[src/rtl/usb_out_pkg.sv]
// Shared definitions for the USB OUT-endpoint sink: FSM encodings and size constants.
package usb_out_pkg;

  typedef enum logic {
    ST_IDLE = 1'b0,
    ST_RECV = 1'b1
  } state_t;

  localparam int DEFAULT_DEPTH_LOG2 = 7;
  localparam int MAX_PKT_SIZE       = 64;

endpackage

[src/rtl/usb_out_fifo_mem.sv]
// Byte RAM for the OUT-endpoint FIFO: synchronous write, asynchronous read.
module usb_out_fifo_mem #(
  parameter int AW = 7
) (
  input  logic          i_clk,
  input  logic          i_we,
  input  logic [AW-1:0] i_waddr,
  input  logic [7:0]    i_wdata,
  input  logic [AW-1:0] i_raddr,
  output logic [7:0]    o_rdata
);

  logic [7:0] r_mem [2**AW];

  always_ff @(posedge i_clk)
    if (i_we) r_mem[i_waddr] <= i_wdata;

  assign o_rdata = r_mem[i_raddr];

endmodule

[src/rtl/usb_ep_out_sink.sv]
// USB 1.1 OUT-endpoint sink: buffers core writes in a FIFO and streams them out as valid/ready bytes.
// Define USB_OUT_CRC_ROLLBACK_EN to hold packet bytes until a CRC-clean packet end (bad packets are rolled back).
module usb_ep_out_sink
  import usb_out_pkg::*;
#(
  parameter int DEPTH_LOG2 = DEFAULT_DEPTH_LOG2,
  parameter int OUT_EP_NUM = 2
) (
  input  logic                  clk_i,
  input  logic                  rst_i,
  input  logic                  usb_rst,
  input  logic                  usb_busy,
  input  logic [3:0]            ep_sel,
  input  logic                  crc16_err,
  input  logic [7:0]            ep_dout,
  input  logic                  ep_we,
  output logic                  ep_full,
  output logic [7:0]            m_data,
  output logic                  m_valid,
  input  logic                  m_ready,
  output logic [DEPTH_LOG2:0]   level,
  output logic [15:0]           pkt_cnt,
  output logic                  overflow
);

  localparam int PW = DEPTH_LOG2 + 1;
  localparam logic [PW-1:0] DEPTH = {1'b1, {DEPTH_LOG2{1'b0}}};

  state_t        r_state, w_state_nxt;
  logic [PW-1:0] r_wr_ptr, r_commit_ptr, r_rd_ptr;
  logic [PW-1:0] w_fill, w_level, w_wr_nxt;
  logic          r_err_seen, r_busy_q, r_overflow;
  logic [15:0]   r_pkt_cnt;
  logic          w_push, w_pop, w_busy_fall;
  logic          w_enter_recv, w_pkt_end, w_pkt_good;

  assign w_fill      = r_wr_ptr - r_rd_ptr;
  assign w_level     = r_commit_ptr - r_rd_ptr;
  assign ep_full     = (w_fill == DEPTH);
  assign m_valid     = (w_level != '0);
  assign level       = w_level;
  assign pkt_cnt     = r_pkt_cnt;
  assign overflow    = r_overflow;
  assign w_push      = ep_we & ~ep_full;
  assign w_pop       = m_valid & m_ready;
  assign w_busy_fall = r_busy_q & ~usb_busy;
  assign w_wr_nxt    = r_wr_ptr + {{DEPTH_LOG2{1'b0}}, w_push};

  usb_out_fifo_mem #(.AW(DEPTH_LOG2)) u_mem (
    .i_clk   (clk_i),
    .i_we    (w_push),
    .i_waddr (r_wr_ptr[DEPTH_LOG2-1:0]),
    .i_wdata (ep_dout),
    .i_raddr (r_rd_ptr[DEPTH_LOG2-1:0]),
    .o_rdata (m_data)
  );

  always_ff @(posedge clk_i or negedge rst_i)
    if (!rst_i)       r_state <= ST_IDLE;
    else if (usb_rst) r_state <= ST_IDLE;
    else              r_state <= w_state_nxt;

  always_comb begin
    w_state_nxt = r_state;
    case (r_state)
      ST_IDLE: if (ep_we && usb_busy && (ep_sel == 4'(OUT_EP_NUM))) w_state_nxt = ST_RECV;
      ST_RECV: if (w_busy_fall) w_state_nxt = ST_IDLE;
    endcase
  end

  always_comb begin
    w_enter_recv = (r_state == ST_IDLE) && (w_state_nxt == ST_RECV);
    w_pkt_end    = (r_state == ST_RECV) && (w_state_nxt == ST_IDLE);
    w_pkt_good   = w_pkt_end && !r_err_seen;
  end

  always_ff @(posedge clk_i or negedge rst_i)
    if (!rst_i) begin
      r_busy_q   <= 1'b0;
      r_err_seen <= 1'b0;
    end else begin
      r_busy_q <= usb_busy;
      if (usb_rst || w_enter_recv)               r_err_seen <= 1'b0;
      else if (r_state == ST_RECV && crc16_err)  r_err_seen <= 1'b1;
    end

  always_ff @(posedge clk_i or negedge rst_i)
    if (!rst_i) begin
      r_wr_ptr     <= '0;
      r_commit_ptr <= '0;
      r_rd_ptr     <= '0;
      r_pkt_cnt    <= '0;
      r_overflow   <= 1'b0;
    end else if (usb_rst) begin
      r_wr_ptr     <= '0;
      r_commit_ptr <= '0;
      r_rd_ptr     <= '0;
      r_pkt_cnt    <= '0;
      r_overflow   <= 1'b0;
    end else begin
      if (w_pop)           r_rd_ptr   <= r_rd_ptr + 1'b1;
      if (ep_we && ep_full) r_overflow <= 1'b1;
      if (w_pkt_good)      r_pkt_cnt  <= r_pkt_cnt + 16'd1;
`ifdef USB_OUT_CRC_ROLLBACK_EN
      // a byte landing on the closing cycle belongs to the committed packet
      if (w_pkt_end && r_err_seen) r_wr_ptr <= r_commit_ptr;
      else                         r_wr_ptr <= w_wr_nxt;
      if (w_pkt_good)              r_commit_ptr <= w_wr_nxt;
`else
      r_wr_ptr     <= w_wr_nxt;
      r_commit_ptr <= w_wr_nxt;
`endif
    end

endmodule

[config.mk]
export PLATFORM = sky130hd
export DESIGN_NAME = usb_ep_out_sink
export DESIGN_NICKNAME = d
export VERILOG_FILES = /design/src/rtl/usb_out_pkg.sv /design/src/rtl/usb_out_fifo_mem.sv /design/src/rtl/usb_ep_out_sink.sv
export SDC_FILE = /design/constraint.sdc
export NUM_CORES = 1
export LEC_CHECK = 0
export CORE_MARGIN = 8
export CORE_UTILIZATION = 30
export DETAILED_ROUTE_END_ITERATION = 8
export HOLD_SLACK_MARGIN = 0.03
export SLEW_MARGIN = 20
export SYNTH_ARGS = -nofsm -noshare
export SYNTH_HDL_FRONTEND = slang
export SYNTH_SLANG_ARGS = --single-unit
[constraint.sdc]
create_clock -name clk_i -period 12.7 [get_ports clk_i]
set_clock_uncertainty 0.05 [all_clocks]
set_input_delay 1.27 -clock clk_i [delete_from_list [all_inputs] [get_ports clk_i]]
set_output_delay 1.27 -clock clk_i [all_outputs]
set_load 0.01 [all_outputs]
==> reports/metrics.cfg <==
[synthesis]
syn-num-nets=1888
synthFlopType=edfxtp_1
syn_inst=1857
synth_top_cell_area_share=0.740
ys_seq_area_frac=0.762
synth-seq-cells=1060
syn-mean-instance-area_um2=22.4
syn_area_um2=41500
synthTopCellsByArea=edfxtp_1 (74%), mux4_2 (17%), dfrtp_1 (2.2%)
ys_warn_count=0
yosysTopAreaCell=edfxtp_1
synth.distinct_cells=50
yosysMostFrequentCell=edfxtp_1
synth_common_cells=edfxtp_1 (1024), mux4_2 (320), nor2_1 (165)
async_flop_share=0.0340
synth_edf_count=1024

[sta]
period_share=0.528
max_freq_ghz=0.149
relSlewSlack=0.269
worstMarginPinSlew_ns=1.09
holdWs_ns=0.472
tns_ns=0
fin_crit_ns=6.70
rsz0062_at_grt=false
slew_viol_final=0
setup-violations-final=0
hold_viol=0

[setup_path]
reg2reg_depth=9
worstPathArrival_ns=5.38
path_max_fanout=42
critPathLaunchType=register
critPathRequiredTime_ns=11.38
critical_path_class=reg -> out
end_kind=primary output
timing.reg2reg.setup_slack_ns=7.25

[grt]
antenna_found_initial=4
grt_use_total=0.123
grt_max_degree=106
grt.overflow.total=0
grt_pass1_vias=19900
grt_pass1_wl_um=139000

[run_status]
status=finished clean

[finish]
post-route-util=0.345
nets=1972
antenna_cells=0
fillCellCount=12600
final_cell_count_no_fill=3824
drive_gt1_frac=0.260
areaGrowthSynthToFinish_pct=14.1

[worst_hold_path]
holdCritPathClass=reg -> reg
min_path_cells=2

[clock_network]
cts_sinks=1060
ctsResizeCount=0
ctsHoldBuffers=0
clk_latency_ns=0.67
cts-root-buf=clkbuf_16
clk_pin_slew_worst_paths_ns=0.06
clk_path_buf_depth=3
cts_tree=yes
cts_made_buffers=102
post_cts_buffers=0
htreeDepth=3

[placed_design]
dpl.hpwl_um=56900
place.gp.congestion=0.759
io_buffers=53
dp.cells=3630

[die]
fp-row-count=136
dieArea_um2=151000
die_x_um=388
die_h_um=388
core_area_um2=137000
ios=54
start_util=0.302

[drt]
dr.first_iter.drc_count=1845
routed_wl_um=95000
wl_per_cell_um=24.8
vias=19100
drcViolationCount=0
drt-pass1-iter-count=5
ant_nets=0
via_per_inst=5.00

[power]
ir_drop_mv=0.135
power_density_nw_per_um2=169
leakagePower_nw=14.2
fin_total_pwr_mw=8.03

[job]
maxCapViolations=0

==> critical path: stages (launching register included) <==
cell and delay, ns:
dfrtp_4 0.81, buf_4 0.76, buf_4 0.79, mux4_2 0.36, mux4_2 0.23, o22ai_1 0.12, nor4_1 0.81, clkdlybuf4s50_1 0.70
==> state kept, by name (all words and copies together), names as in the netlist <==
name / cells
u_mem.r_mem: 1024
pkt_cnt: 16
overflow: 1
r_rd_ptr: 8
r_state: 1
r_err_seen: 1
r_busy_q: 1
r_commit_ptr: 8
==> where the power goes <==
group	leakage [nW]	switching, mW	total [mW]	internal (mW)
combinational	2.86	0.536	1.09	0.551
sequential	9.70	0.0422	3.89	3.85
clock	1.64	1.30	3.06	1.76
==> path summary, 6_finish.rpt <==
kind,start,to
hold reg to reg,overflow$_DFFE_PN0P_,overflow$_DFFE_PN0P_
setup / recovery,r_rd_ptr[0]$_DFFE_PN0P_,m_data[6]
max in group asynchronous,rst_i,r_rd_ptr[0]$_DFFE_PN0P_
setup reg to reg,r_rd_ptr[1]$_DFFE_PN0P_,u_mem.r_mem[19][5]$_DFFE_PP_
min in group asynchronous,rst_i,r_state$_DFF_PN0_
hold / removal,overflow$_DFFE_PN0P_,overflow$_DFFE_PN0P_
==> metrics by stage <==
step | cell area, µm² | setup slack, ns
after floorplan | 41500 | 8.19
after global placement | 44000 | 6.77
after detailed placement | 44000 | 6.61
after CTS | 47400 | 5.87
after global routing | 47400 | 5.63
final | 47400 | 6.00
==> cells by family (layout without fill, tap and decap cells) <==
| family | Yosys count | in the layout | synth area share |
|---|---|---|---|
| adders and majority gates | 12 | 12 | 0.00380 |
| AOI/OAI and AO/OA | 64 | 64 | 0.0101 |
| xor gates and xnor gates | 25 | 25 | 0.00527 |
| buffers and inverters | 107 | 280 | 0.0125 |
| and+or+nand+nor | 262 | 262 | 0.0311 |
| muxes | 327 | 327 | 0.175 |
| DFF | 1060 | 1060 | 0.762 |
==> final cells by class <==
class	instances	area (µm²)	share of cell area
sequential	1060	31700	0.668
multi-input combinational	690	9380	0.198
clock buffer	127	2650	0.0558
tap	1794	2240	0.0474
clock inverter	66	734	0.0155
timing repair buffer	74	687	0.0145
inverter	13	51.3	0.00108
==> placed cells by master (no fill, tap or decap), types with 20 or more instances in the layout <==
cell type	count
buf_4	26
o22ai_1	32
clkinv_2	20
dfrtp_1	33
edfxtp_1	1024
nand3_1	22
clkdlybuf4s50_1	43
mux4_2	320
nor2_1	163
clkbuf_16	102
clkbuf_1	25
==> layer usage <==
layer,vias to the layer above,share of wire,track usage
li1,8002,-,-
met1,10400,0.41,0.161
met2,655,0.51,0.211
met3,125,0.062,0.0211
met4,2,0.021,0.0337
met5,-,0.00014,0
Power figures use the tool's default switching activity.
